$ cat config.mk
export PLATFORM = sky130hd
export DESIGN_NAME = mips_multi_control_flat
export DESIGN_NICKNAME = d
export VERILOG_FILES = /design/src/rtl/mips_multi_pkg.sv /design/src/rtl/mips_multi_control_if.sv /design/src/rtl/mips_multi_control.sv /design/src/flat_wrapper.sv
export SDC_FILE = /design/constraint.sdc
export NUM_CORES = 1
export LEC_CHECK = 0
export CAP_MARGIN = 10
export CORE_MARGIN = 5
export CORE_UTILIZATION = 50
export DETAILED_ROUTE_END_ITERATION = 10
export PLACE_DENSITY = 0.94
export SYNTH_ARGS = -nofsm -noshare
export SYNTH_HDL_FRONTEND = slang
export SYNTH_SLANG_ARGS = --single-unit
$ cat constraint.sdc
create_clock -name clk -period 4.55 [get_ports clk]
set_input_delay 1.1375 -clock clk [delete_from_list [all_inputs] [get_ports clk]]
set_output_delay 1.1375 -clock clk [all_outputs]
set_load 0.01 [all_outputs]
$ cat src/rtl/mips_multi_pkg.sv
// Shared definitions for the multi-cycle MIPS control path:
// state codes, instruction fields, mux encodings and the per-state Moore control word.
package mips_multi_pkg;

  typedef enum logic [3:0] {
    S_IF0   = 4'd0,
    S_IF1   = 4'd1,
    S_ID    = 4'd2,
    S_EXR   = 4'd3,
    S_EXI   = 4'd4,
    S_MADDR = 4'd5,
    S_MRD   = 4'd6,
    S_MWR   = 4'd7,
    S_WBR   = 4'd8,
    S_WBI   = 4'd9,
    S_WBL   = 4'd10,
    S_BEQ   = 4'd11,
    S_J     = 4'd12,
    S_HALT  = 4'd15
  } state_t;

  localparam logic [5:0] OP_RTYPE = 6'b000000;
  localparam logic [5:0] OP_ADDI  = 6'b001000;
  localparam logic [5:0] OP_LW    = 6'b100011;
  localparam logic [5:0] OP_SW    = 6'b101011;
  localparam logic [5:0] OP_BEQ   = 6'b000100;
  localparam logic [5:0] OP_J     = 6'b000010;
  localparam logic [5:0] FN_ADD   = 6'b100000;
  localparam logic [5:0] FN_SUB   = 6'b100010;

  localparam logic [1:0] ALU_ADD = 2'b00;
  localparam logic [1:0] ALU_SUB = 2'b01;

  localparam logic [1:0] PC_SRC_ALU    = 2'b00;
  localparam logic [1:0] PC_SRC_ALUOUT = 2'b01;
  localparam logic [1:0] PC_SRC_JUMP   = 2'b10;

  localparam logic [1:0] SRCB_B   = 2'b00;
  localparam logic [1:0] SRCB_ONE = 2'b01;
  localparam logic [1:0] SRCB_IMM = 2'b10;

  typedef struct packed {
    logic       pc_write;
    logic [1:0] pc_src;
    logic       ir_write;
    logic       ab_write;
    logic       alu_src_a;
    logic [1:0] alu_src_b;
    logic [1:0] alu_ctrl;
    logic       aluout_write;
    logic       dmem_req;
    logic       dmem_we;
    logic       reg_write;
    logic       reg_dst;
    logic       mem_to_reg;
    logic       halted;
  } ctrl_t;

  // Controls that depend only on the state (funct only picks ADD/SUB for R-type).
  function automatic ctrl_t moore_ctrl(input state_t st, input logic [5:0] funct);
    ctrl_t c;
    c = '0;
    case (st)
      S_IF1: begin
        c.ir_write  = 1'b1;
        c.pc_write  = 1'b1;
        c.pc_src    = PC_SRC_ALU;
        c.alu_src_b = SRCB_ONE;
        c.alu_ctrl  = ALU_ADD;
      end
      S_ID: begin
        c.ab_write     = 1'b1;
        c.aluout_write = 1'b1;
        c.alu_src_b    = SRCB_IMM;
        c.alu_ctrl     = ALU_ADD;
      end
      S_EXR: begin
        c.alu_src_a    = 1'b1;
        c.alu_src_b    = SRCB_B;
        c.alu_ctrl     = (funct == FN_SUB) ? ALU_SUB : ALU_ADD;
        c.aluout_write = 1'b1;
      end
      S_EXI, S_MADDR: begin
        c.alu_src_a    = 1'b1;
        c.alu_src_b    = SRCB_IMM;
        c.alu_ctrl     = ALU_ADD;
        c.aluout_write = 1'b1;
      end
      S_MRD: c.dmem_req = 1'b1;
      S_MWR: begin
        c.dmem_req = 1'b1;
        c.dmem_we  = 1'b1;
      end
      S_WBR: begin
        c.reg_write = 1'b1;
        c.reg_dst   = 1'b1;
      end
      S_WBI: c.reg_write = 1'b1;
      S_WBL: begin
        c.reg_write  = 1'b1;
        c.mem_to_reg = 1'b1;
      end
      S_BEQ: begin
        c.alu_src_a = 1'b1;
        c.alu_src_b = SRCB_B;
        c.alu_ctrl  = ALU_SUB;
        c.pc_src    = PC_SRC_ALUOUT;
      end
      S_J: begin
        c.pc_write = 1'b1;
        c.pc_src   = PC_SRC_JUMP;
      end
      S_HALT: c.halted = 1'b1;
      default: ;
    endcase
    return c;
  endfunction

endpackage

$ cat src/rtl/mips_multi_control_if.sv
// Control bundle between the main FSM (master) and the multi-cycle datapath (slave).
interface mips_multi_control_if #(parameter int CNT_W = 16);
  logic             run;
  logic [5:0]       opcode;
  logic [5:0]       funct;
  logic             zero;
  logic             dmem_ack;
  logic             pc_write;
  logic [1:0]       pc_src;
  logic             ir_write;
  logic             ab_write;
  logic             alu_src_a;
  logic [1:0]       alu_src_b;
  logic [1:0]       alu_ctrl;
  logic             aluout_write;
  logic             mdr_write;
  logic             dmem_req;
  logic             dmem_we;
  logic             reg_write;
  logic             reg_dst;
  logic             mem_to_reg;
  logic             retire;
  logic [CNT_W-1:0] instr_count;
  logic             halted;
  logic [3:0]       state;

  modport master (
    input  run, opcode, funct, zero, dmem_ack,
    output pc_write, pc_src, ir_write, ab_write, alu_src_a, alu_src_b, alu_ctrl,
           aluout_write, mdr_write, dmem_req, dmem_we, reg_write, reg_dst,
           mem_to_reg, retire, instr_count, halted, state
  );

  modport slave (
    output run, opcode, funct, zero, dmem_ack,
    input  pc_write, pc_src, ir_write, ab_write, alu_src_a, alu_src_b, alu_ctrl,
           aluout_write, mdr_write, dmem_req, dmem_we, reg_write, reg_dst,
           mem_to_reg, retire, instr_count, halted, state
  );
endinterface

$ cat src/rtl/mips_multi_control.sv
// Main control FSM of the multi-cycle MIPS: sequences fetch/decode/execute/memory/write-back,
// drives datapath enables, and counts retired instructions for the board display.
module mips_multi_control
  import mips_multi_pkg::*;
#(
  parameter int CNT_W = 16
) (
  input logic                clk,
  input logic                reset,
  mips_multi_control_if.master bus
);

  state_t           state_reg, state_next;
  ctrl_t            ctrl_reg;
  logic [CNT_W-1:0] count_reg;
  logic             retire_now;

  always_comb begin
    state_next = state_reg;
    case (state_reg)
      S_IF0: if (bus.run) state_next = S_IF1;
      S_IF1: state_next = S_ID;
      S_ID: begin
        case (bus.opcode)
          OP_RTYPE:     state_next = (bus.funct == FN_ADD || bus.funct == FN_SUB) ? S_EXR : S_HALT;
          OP_ADDI:      state_next = S_EXI;
          OP_LW, OP_SW: state_next = S_MADDR;
          OP_BEQ:       state_next = S_BEQ;
          OP_J:         state_next = S_J;
          default:      state_next = S_HALT;
        endcase
      end
      S_EXR:   state_next = S_WBR;
      S_EXI:   state_next = S_WBI;
      S_MADDR: state_next = (bus.opcode == OP_SW) ? S_MWR : S_MRD;
      S_MRD:   if (bus.dmem_ack) state_next = S_WBL;
      S_MWR:   if (bus.dmem_ack) state_next = S_IF0;
      S_WBR, S_WBI, S_WBL, S_BEQ, S_J: state_next = S_IF0;
      S_HALT:  state_next = S_HALT;
      default: state_next = S_HALT;
    endcase
  end

  // A retire coinciding with reset is dropped so the counter restarts cleanly.
  assign retire_now = !reset &&
                      ((state_reg inside {S_WBR, S_WBI, S_WBL, S_BEQ, S_J}) ||
                       (state_reg == S_MWR && bus.dmem_ack));

  // Moore controls are registered from the next state so they line up with state_reg.
  always_ff @(posedge clk) begin
    if (reset) begin
      state_reg <= S_IF0;
      ctrl_reg  <= '0;
      count_reg <= '0;
    end else begin
      state_reg <= state_next;
      ctrl_reg  <= moore_ctrl(state_next, bus.funct);
      if (retire_now && count_reg != '1)
        count_reg <= count_reg + 1'b1;
    end
  end

  assign bus.pc_write     = ctrl_reg.pc_write | (state_reg == S_BEQ && bus.zero);
  assign bus.pc_src       = ctrl_reg.pc_src;
  assign bus.ir_write     = ctrl_reg.ir_write;
  assign bus.ab_write     = ctrl_reg.ab_write;
  assign bus.alu_src_a    = ctrl_reg.alu_src_a;
  assign bus.alu_src_b    = ctrl_reg.alu_src_b;
  assign bus.alu_ctrl     = ctrl_reg.alu_ctrl;
  assign bus.aluout_write = ctrl_reg.aluout_write;
  assign bus.mdr_write    = (state_reg == S_MRD) && bus.dmem_ack;
  assign bus.dmem_req     = ctrl_reg.dmem_req;
  assign bus.dmem_we      = ctrl_reg.dmem_we;
  assign bus.reg_write    = ctrl_reg.reg_write;
  assign bus.reg_dst      = ctrl_reg.reg_dst;
  assign bus.mem_to_reg   = ctrl_reg.mem_to_reg;
  assign bus.retire       = retire_now;
  assign bus.instr_count  = count_reg;
  assign bus.halted       = ctrl_reg.halted;
  assign bus.state        = state_reg;

endmodule

$ cat src/flat_wrapper.sv
// flat-port wrapper written by rule: the top's interface ports become plain ports
module mips_multi_control_flat import mips_multi_pkg::*;
#(
  parameter int CNT_W = 16
)
  (clk, reset, bus_run, bus_opcode, bus_funct, bus_zero, bus_dmem_ack, bus_pc_write, bus_pc_src, bus_ir_write, bus_ab_write, bus_alu_src_a, bus_alu_src_b, bus_alu_ctrl, bus_aluout_write, bus_mdr_write, bus_dmem_req, bus_dmem_we, bus_reg_write, bus_reg_dst, bus_mem_to_reg, bus_retire, bus_instr_count, bus_halted, bus_state);
  mips_multi_control_if #(.CNT_W(CNT_W)) bus_i ();
  input logic clk;
  input logic reset;
  input wire logic [$bits(bus_i.run)-1:0] bus_run;
  input wire logic [$bits(bus_i.opcode)-1:0] bus_opcode;
  input wire logic [$bits(bus_i.funct)-1:0] bus_funct;
  input wire logic [$bits(bus_i.zero)-1:0] bus_zero;
  input wire logic [$bits(bus_i.dmem_ack)-1:0] bus_dmem_ack;
  output wire logic [$bits(bus_i.pc_write)-1:0] bus_pc_write;
  output wire logic [$bits(bus_i.pc_src)-1:0] bus_pc_src;
  output wire logic [$bits(bus_i.ir_write)-1:0] bus_ir_write;
  output wire logic [$bits(bus_i.ab_write)-1:0] bus_ab_write;
  output wire logic [$bits(bus_i.alu_src_a)-1:0] bus_alu_src_a;
  output wire logic [$bits(bus_i.alu_src_b)-1:0] bus_alu_src_b;
  output wire logic [$bits(bus_i.alu_ctrl)-1:0] bus_alu_ctrl;
  output wire logic [$bits(bus_i.aluout_write)-1:0] bus_aluout_write;
  output wire logic [$bits(bus_i.mdr_write)-1:0] bus_mdr_write;
  output wire logic [$bits(bus_i.dmem_req)-1:0] bus_dmem_req;
  output wire logic [$bits(bus_i.dmem_we)-1:0] bus_dmem_we;
  output wire logic [$bits(bus_i.reg_write)-1:0] bus_reg_write;
  output wire logic [$bits(bus_i.reg_dst)-1:0] bus_reg_dst;
  output wire logic [$bits(bus_i.mem_to_reg)-1:0] bus_mem_to_reg;
  output wire logic [$bits(bus_i.retire)-1:0] bus_retire;
  output wire logic [$bits(bus_i.instr_count)-1:0] bus_instr_count;
  output wire logic [$bits(bus_i.halted)-1:0] bus_halted;
  output wire logic [$bits(bus_i.state)-1:0] bus_state;
  assign bus_i.run = bus_run;
  assign bus_i.opcode = bus_opcode;
  assign bus_i.funct = bus_funct;
  assign bus_i.zero = bus_zero;
  assign bus_i.dmem_ack = bus_dmem_ack;
  assign bus_pc_write = bus_i.pc_write;
  assign bus_pc_src = bus_i.pc_src;
  assign bus_ir_write = bus_i.ir_write;
  assign bus_ab_write = bus_i.ab_write;
  assign bus_alu_src_a = bus_i.alu_src_a;
  assign bus_alu_src_b = bus_i.alu_src_b;
  assign bus_alu_ctrl = bus_i.alu_ctrl;
  assign bus_aluout_write = bus_i.aluout_write;
  assign bus_mdr_write = bus_i.mdr_write;
  assign bus_dmem_req = bus_i.dmem_req;
  assign bus_dmem_we = bus_i.dmem_we;
  assign bus_reg_write = bus_i.reg_write;
  assign bus_reg_dst = bus_i.reg_dst;
  assign bus_mem_to_reg = bus_i.mem_to_reg;
  assign bus_retire = bus_i.retire;
  assign bus_instr_count = bus_i.instr_count;
  assign bus_halted = bus_i.halted;
  assign bus_state = bus_i.state;
  mips_multi_control #(.CNT_W(CNT_W)) u_core (.clk(clk), .reset(reset), .bus(bus_i));
endmodule
== After elaboration in Yosys (flattened, before gate mapping) ==
Index checks and enable logic that the tools add are counted.

* Add/subtract/negate cells: 1
* Equality and inequality tests: 33
* Muxes and demuxes: 21
* Bitwise operators: 1
* Reduce and logical (&&, ||, !) cells: 19

{| class="wikitable"
|+ Operator list
! kind !! count
|-
| 4-bit equality test (second input constant) || 11
|-
| 4-bit case mux with 9 select lines || 1
|-
| 4-bit by 3-bit equality test with 1-bit output (second input constant) || 8
|-
| 6-bit equality test (second input constant) || 4
|-
| 4-bit case mux with 5 select lines || 1
|-
| 16-bit by 1-bit adder with 16-bit output (second input constant) || 1
|-
| 4-bit by 2-bit equality test with 1-bit output (second input constant) || 4
|-
| 4-bit 2-to-1 mux || 4
|-
| 16-bit inequality test (second input constant) || 1
|-
| 4-bit case mux with 4 select lines || 1
|-
| 1-bit 2-to-1 mux || 13
|-
| 4-bit by 1-bit equality test with 1-bit output (second input constant) || 2
|-
| 4-bit OR reduction || 2
|-
| 6-bit by 2-bit equality test with 1-bit output (second input constant) || 1
|-
| 6-bit by 3-bit equality test with 1-bit output (second input constant) || 1
|-
| 6-bit by 4-bit equality test with 1-bit output (second input constant) || 1
|-
| 6-bit logical NOT || 1
|-
| 2-bit OR reduction || 3
|-
| 3-bit OR reduction || 2
|-
| 1-bit logical AND || 5
|-
| 5-bit nonzero test || 1
|-
| 5-bit OR reduction || 1
|-
| 4-bit logical NOT || 1
|-
| 2-bit case mux with 2 select lines || 1
|-
| 3 further kinds || 4
|}

* Bits in registers: 37
* Bits of input ports: 17
* Output and inout port bits: 39
* Logic and storage cells: 91

== Logic depth before layout (Yosys ltp) ==
Gate-level depths: netlist of run 1.

* Depth in word-level cells: 8
* Depth in mapped cells: 8
* Depth with buffers taken out: 7

== Least setup slack after synthesis of run 1 ==
Ideal clock, no wire load.

* Path type: input port to output port
* Start: input reset
* End: output bus_retire
* Arrival: 1.779 ns
* Required time: 3.413 ns
* Slack: 1.633 ns
* Cell stages on the path: 3
* Path buffers: 2
* Cell sequence: clkbuf_1 clkbuf_1 nor2_1

* Longest elaborated chain between the ends: 2

{| class="wikitable"
|+ RTL lines
! element !! RTL line !! text
|-
| start: declaration || flat_wrapper.sv:9 || <nowiki>input logic reset;</nowiki>
|-
| 1-bit logical NOT || mips_multi_control.sv:45 || <nowiki>assign retire_now = !reset &&</nowiki>
|-
| 1-bit logical AND || mips_multi_control.sv:45 ||
|-
| end: declaration || flat_wrapper.sv:29 || <nowiki>output wire logic [$bits(bus_i.retire)-1:0] bus_retire;</nowiki>
|}

No other way between the ends.

== Worst setup path in the final report of run 1 ==
* Start: input bus_dmem_ack
* End: output bus_mdr_write

* Longest elaborated chain between the ends: 1

{| class="wikitable"
|+ RTL lines
! element !! RTL line !! text
|-
| start: declaration || flat_wrapper.sv:14 || <nowiki>input wire logic [$bits(bus_i.dmem_ack)-1:0] bus_dmem_ack;</nowiki>
|-
| 1-bit logical AND || mips_multi_control.sv:71 || <nowiki>assign bus.mdr_write = (state_reg == S_MRD) && bus.dmem_ack;</nowiki>
|-
| end: declaration || flat_wrapper.sv:23 || <nowiki>output wire logic [$bits(bus_i.mdr_write)-1:0] bus_mdr_write;</nowiki>
|}

No other way between the ends.

==> results of run 1 <==
logic make-up after synthesis:
logic type                 count (synthesis)  share of synthesized area [%]
buffers and inverters                     21                           7.00
xor gates and xnor gates                  16                           7.77
muxes                                      1                          0.555
AOI/OAI and AO/OA                         29                           13.7
other                                      1                          0.208
adders and majority gates                  1                          0.693
DFF                                       35                           38.8
and+or+nand+nor                           99                           31.2
layout make-up:
type / instances / area share (%)
inverter: 6 / 0.933
sequential: 35 / 29.0
timing repair buffer: 56 / 23.0
clock inverter: 2 / 2.49
clock buffer: 6 / 1.71
multi-input combinational: 147 / 40.5
tap: 46 / 2.38
per-stage QoR:
step | utilization [%] | hold slack, ns
2_1_floorplan | - | 0.511
3_3_place_gp | 67.7 | 0.498
3_5_place_dp | 67.7 | 0.498
4_1_cts | 70.7 | 0.521
5_1_grt | 70.7 | 0.556
6_report | 70.7 | 0.521
Yosys cell counts (2+ instances only):
cell type	number
dfxtp_1	35
nor2_1	25
nand2_1	17
nor3_1	10
xor2_1	9
buf_4	8
nand4_1	8
nand3_1	7
xnor2_1	7
inv_1	6
a21oi_1	5
and3_1	4
nor2b_1	4
clkbuf_1	3
nor4_1	3
and4_1	2
buf_2	2
buf_6	2
nand3b_1	2
nor3_2	2
nor3b_1	2
nor4_2	2
o21ai_0	2
o31ai_1	2
power by group:
part | total [uW] | internal [uW] | leakage, uW | switching [uW]
Clock | 277 | 171 | 0.0000525 | 106
Sequential | 417 | 352 | 0.000283 | 65.6
Combinational | 547 | 250 | 0.000531 | 298
per-layer routing:
metal	up-vias	routed length, um
li1	806	-
met1	749	1880
met2	57	2020
met3	6	275
met4	0	34
met5	-	0
worst max-delay path, stage by stage:
cell	delay, ns
clkdlybuf4s50_1	0.58
nor2b_1	0.23
nand2_1	0.08
nor3_1	0.14
clkdlybuf4s50_1	0.56
worst min-delay path by stage:
stage / start / endpoint / slack [ns]
floorplan: u_core.bus.instr_count[12] / u_core.bus.instr_count[12] / 0.51
global placement: u_core.bus.instr_count[12] / u_core.bus.instr_count[12] / 0.50
detailed placement: u_core.bus.instr_count[12] / u_core.bus.instr_count[12] / 0.50
CTS: u_core.bus.instr_count[12] / u_core.bus.instr_count[12] / 0.52
global route: u_core.bus.instr_count[12] / u_core.bus.instr_count[12] / 0.56
finish: u_core.bus.instr_count[12] / u_core.bus.instr_count[12] / 0.52
==> out/qor.yml, run 1 <==
status: "finished clean"
cp-end-kind: "output port"
final_layout_size_suffix_gt1_share_pct: 9.92
antenna-diode-count: 0
clockRootBuffer: "clkbuf_4"
clock_latency_ns: 0.34
met2_usage_pct: 28.0
largest_net_degree_at_the_start_of_global_routing: 26
postPlaceCellArea_sq_mm: 0.00231
critPathRequiredTime_ns: 3.41
tritoncts.num_buffers: 5
layoutNonFillerInstCount: 298
dp.final_hpwl_mm: 3.07
synth-main-ff-cell: "dfxtp_1"
critical_path_peak_fanout: 4
fillCellCount: 283
setup_repair_after_global_routing_missed_its_margin: "false"
timing.slew.headroom_pct: 57.0
worst_hold_path_type: "reg -> reg"
dp.cells: 290
cts_num_sinks: 35
ys_types: 58
critical_path.startpoint_type: "primary input"
effective_utilization_at_floorplan_pct: 52.8
portBuffers: 54
synth-edff-count: 0
global_route.usage.total_pct: 17.3
timing.fmax_ghz: 0.259
critPathKind: "in -> out"
ys_seq_elements: 35
vdd.ir_drop.worst_mv: 0.204
cts.path.max_buffers: 2
cts_resized: 0
finalWeightedCongestion: 0.902
synthTopCellsByArea: "dfxtp_1, nor2_1, xor2_1"
crit_arrival_ns: 2.73
final_min_period_over_clock_period_pct: 84.9
io_pins: 56
detailed_route_wire_length_per_cell_um: 14.1
num_vias: 1618
die_area_sq_mm: 0.00491
yosys_warnings: 0
asyncSetResetFlopFracSynth_pct: 0
timing.reg2reg.setup_slack_ns: 2.31
commonest_cells_after_routing_fill_and_taps_aside: "clkdlybuf4s50_1, dfxtp_1, nor2_1, nand2_1, nor3_1"
synth_cell_area_sq_mm: 0.00180
synth.top_cell.area_share_pct: 38.8
report.power.total_uw: 1240
synthToLayoutAreaGrowth_pct: 33.8
detail_route.wirelength_mm: 4.21
post-route-cell-area_sq_mm: 0.00241
maxSlewViolCount: 0
core-area_sq_mm: 0.00342
power.static_leakage_uw: 0.000867
synth.yosys.seq_area_share_pct: 38.8
critical_path_sink: "bus_mdr_write"
preCtsSetupSlack_ns: 0.676
synthesized_net_count: 221
worst_reg2reg_path_startpoint: "u_core.bus.state[1]"
globalRouteOverflowTotal: 0
minimum_period_implied_by_the_final_worst_setup_slack_ns: 3.86
mostFrequentLayoutCell: "clkdlybuf4s50_1"
multi_input_area_sq_um: 977
drt_first_pass_iters: 4
report.final.setup_viol: 0
cts.htree.levels: 2
final-seq-area_sq_um: 701
starting_drt_drc_count: 124
smallest_setup_slack_after_layout_ns: 0.686
cts_post_setup_buffers_inserted: 0
drt_drc_violations_left: 0
cts_hold_buf: 0
post_drt_via_cell_ratio: 5.43
worstReg2RegEnd: "u_core.ctrl_reg[16]"
first_global_vias: 1535
cts_tree: "built"
timing.final.hold_violations: 0
hold_depth: 2
r2r.worst_path.cells: 6
global_route.peak_usage_layer: "met2"
chip_height_um: 70.1
crit_path_start: "bus_dmem_ack"
die_width_um: 70.1
grt_first_pass_wirelength_mm: 6.95
met1_usage_pct: 21.2
syn_inst: 203
max_cap_violations: 0
floorplan.rows: 21
syn-mean-instance-area_sq_um: 8.89
setup_tns_ns: 0
clk_pin_slew_ns: 0.11
cellPowerDensity_mw_per_mm2: 514
drtAntennaViolNets: 0
met3_usage_pct: 6.31
largest_reg_flops: 16
synth.largest_area_cell: "dfxtp_1"
number_of_antenna_violations_at_the_first_check_in_global_routing: 0
nets: 269
post_route_skew_ns: 0.0104
tightestPinTransition_ns: 0.640
Power figures use the tool's default switching activity.
==> run 2, diff against run 1 <==
CORE_UTILIZATION = 42   (was 50)
PLACE_DENSITY = 0.85   (was 0.94)
clock period = 3.3 ns   (was 4.55 ns; I/O delays follow)
==> out/qor.yml, run 2 (same netlist as run 1, synthesis figures left out) <==
status: "finished clean"
minimum_period_implied_by_the_final_worst_setup_slack_ns: 3.12
clock_latency_ns: 0.28  # -0.06 ns
worst_hold_path_type: "reg -> reg"
largest_net_degree_at_the_start_of_global_routing: 26  # unchanged
final_layout_size_suffix_gt1_share_pct: 11.0  # +1.1 points
critical_path.startpoint_type: "primary input"
cts_hold_buf: 0  # unchanged
max_cap_violations: 0  # unchanged
cp_slowest_stage_delay_ns: 0.56  # -0.02 ns
nets: 272  # +1.1%
setup_tns_ns: 0  # unchanged
detail_route.wirelength_mm: 4.28  # +1.5%
tightestPinTransition_ns: 0.484  # -0.156 ns
cts_tree: "built"
portBuffers: 54  # unchanged
crit_arrival_ns: 2.30  # -0.43 ns
chip_height_um: 75.5  # +7.8%
timing.final.hold_violations: 0  # unchanged
dp.final_hpwl_mm: 3.17  # +3.2%
post_route_skew_ns: 0.00335  # -0.00703 ns
final_util_pct: 59.4  # -11 points
power.static_leakage_uw: 0.000876  # +1.1%
critPathRequiredTime_ns: 2.47  # -0.94 ns
timing.fmax_ghz: 0.320
clockRootBuffer: "clkbuf_8"
starting_drt_drc_count: 81  # -35%
effective_utilization_at_floorplan_pct: 44.2  # -8.7 points
cts.path.max_buffers: 2  # unchanged
mostFrequentLayoutCell: "clkdlybuf4s50_1"
final_min_period_over_clock_period_pct: 94.7
drt_first_pass_iters: 4  # unchanged
cts_post_setup_buffers_inserted: 0  # unchanged
number_of_antenna_violations_at_the_first_check_in_global_routing: 0  # unchanged
cellPowerDensity_mw_per_mm2: 677  # +32%
die_width_um: 75.5  # +7.8%
critPathKind: "in -> out"
cts.htree.levels: 2  # unchanged
hold_depth: 2  # unchanged
globalRouteOverflowTotal: 0  # unchanged
cts_num_sinks: 35  # unchanged
global_route.usage.total_pct: 16.6  # -0.74 points
setup_repair_after_global_routing_missed_its_margin: "false"
cp-end-kind: "output port"
grt_first_pass_wirelength_mm: 7.27  # +4.6%
io_pins: 56  # unchanged
floorplan.rows: 23  # +9.5%
timing.slew.headroom_pct: 67.3  # +10 points
r2r.worst_path.cells: 6  # unchanged
commonest_cells_after_routing_fill_and_taps_aside: "clkdlybuf4s50_1, dfxtp_1, nor2_1, nand2_1, nor3_1"
cts_resized: 0  # unchanged
first_global_vias: 1550  # +0.98%
worst_path_most_repeated_cell: "clkdlybuf4s50_1"
synthToLayoutAreaGrowth_pct: 34.6
finalWeightedCongestion: 0.813  # -9.8%
critical_path_cell_by_cell: "clkdlybuf4s50_1 -> nor2b_1 -> nand2_1 -> nor3_1 -> clkdlybuf4s50_1"
largest_reg_flops: 16  # unchanged
critical_path_peak_fanout: 3  # -1
tritoncts.num_buffers: 5  # unchanged
drtAntennaViolNets: 0  # unchanged
drt_drc_violations_left: 0  # unchanged
antenna-diode-count: 0  # unchanged
report.final.setup_viol: 0  # unchanged
cpMaxStageDelayCell: "clkdlybuf4s50_1"
num_vias: 1631  # +0.80%
detailed_route_wire_length_per_cell_um: 14.1  # -0.51%
clk_pin_slew_ns: 0.06  # -0.05 ns
core-area_sq_mm: 0.00409  # +20%
vdd.ir_drop.worst_mv: 0.360  # +76%
maxSlewViolCount: 0  # unchanged
report.power.total_uw: 1640  # +32%
die_area_sq_mm: 0.00571  # +16%
post_drt_via_cell_ratio: 5.37  # -1.2%
[run 2: path summary, 6_finish.rpt]
path                                    from                          to  slack, ns
hold / removal    u_core.bus.instr_count[12]  u_core.bus.instr_count[12]       0.52
setup reg to reg         u_core.bus.state[1]         u_core.ctrl_reg[16]       1.18
setup / recovery                bus_dmem_ack               bus_mdr_write       0.18
hold reg to reg   u_core.bus.instr_count[12]  u_core.bus.instr_count[12]       0.52
[run 2: final cells by class]
type | count | area, sq um
fill | 366 | 1660
multi-input combinational | 147 | 977
sequential | 35 | 701
timing repair buffer | 59 | 578
clock buffer | 6 | 82.6
tap | 50 | 62.6
inverter | 6 | 22.5
clock inverter | 1 | 5.00
[run 2: stage by stage]
stage | hold WS [ns] | cells | worst slack (ns) | area (sq um)
floorplan | 0.511 | 203 | 1.01 | 1800
global placement | 0.494 | 297 | 0.176 | 2340
detailed placement | 0.514 | 297 | 0.165 | 2340
CTS | 0.532 | 304 | 0.164 | 2430
global route | 0.590 | 304 | 0.00165 | 2430
finish | 0.518 | 304 | 0.176 | 2430
[run 2: layer usage]
layer	wire length, um	track usage [%]
met1	1870	20.6
met2	2000	27.2
met3	345	5.28
met4	55	5.63
met5	0	0
[run 2: report_power, final]
group | internal [uW] | switching, uW | leakage (uW)
registers | 486 | 92.2 | 0.000283
clock network | 163 | 141 | 0.0000470
logic | 355 | 406 | 0.000546
total | 1000 | 639 | 0.000876
[run 2: worst max-delay path: cells and delay by family]
family                 cells  cell delay, ns
and+or+nand+nor            3            0.43
buffers and inverters      2            1.05
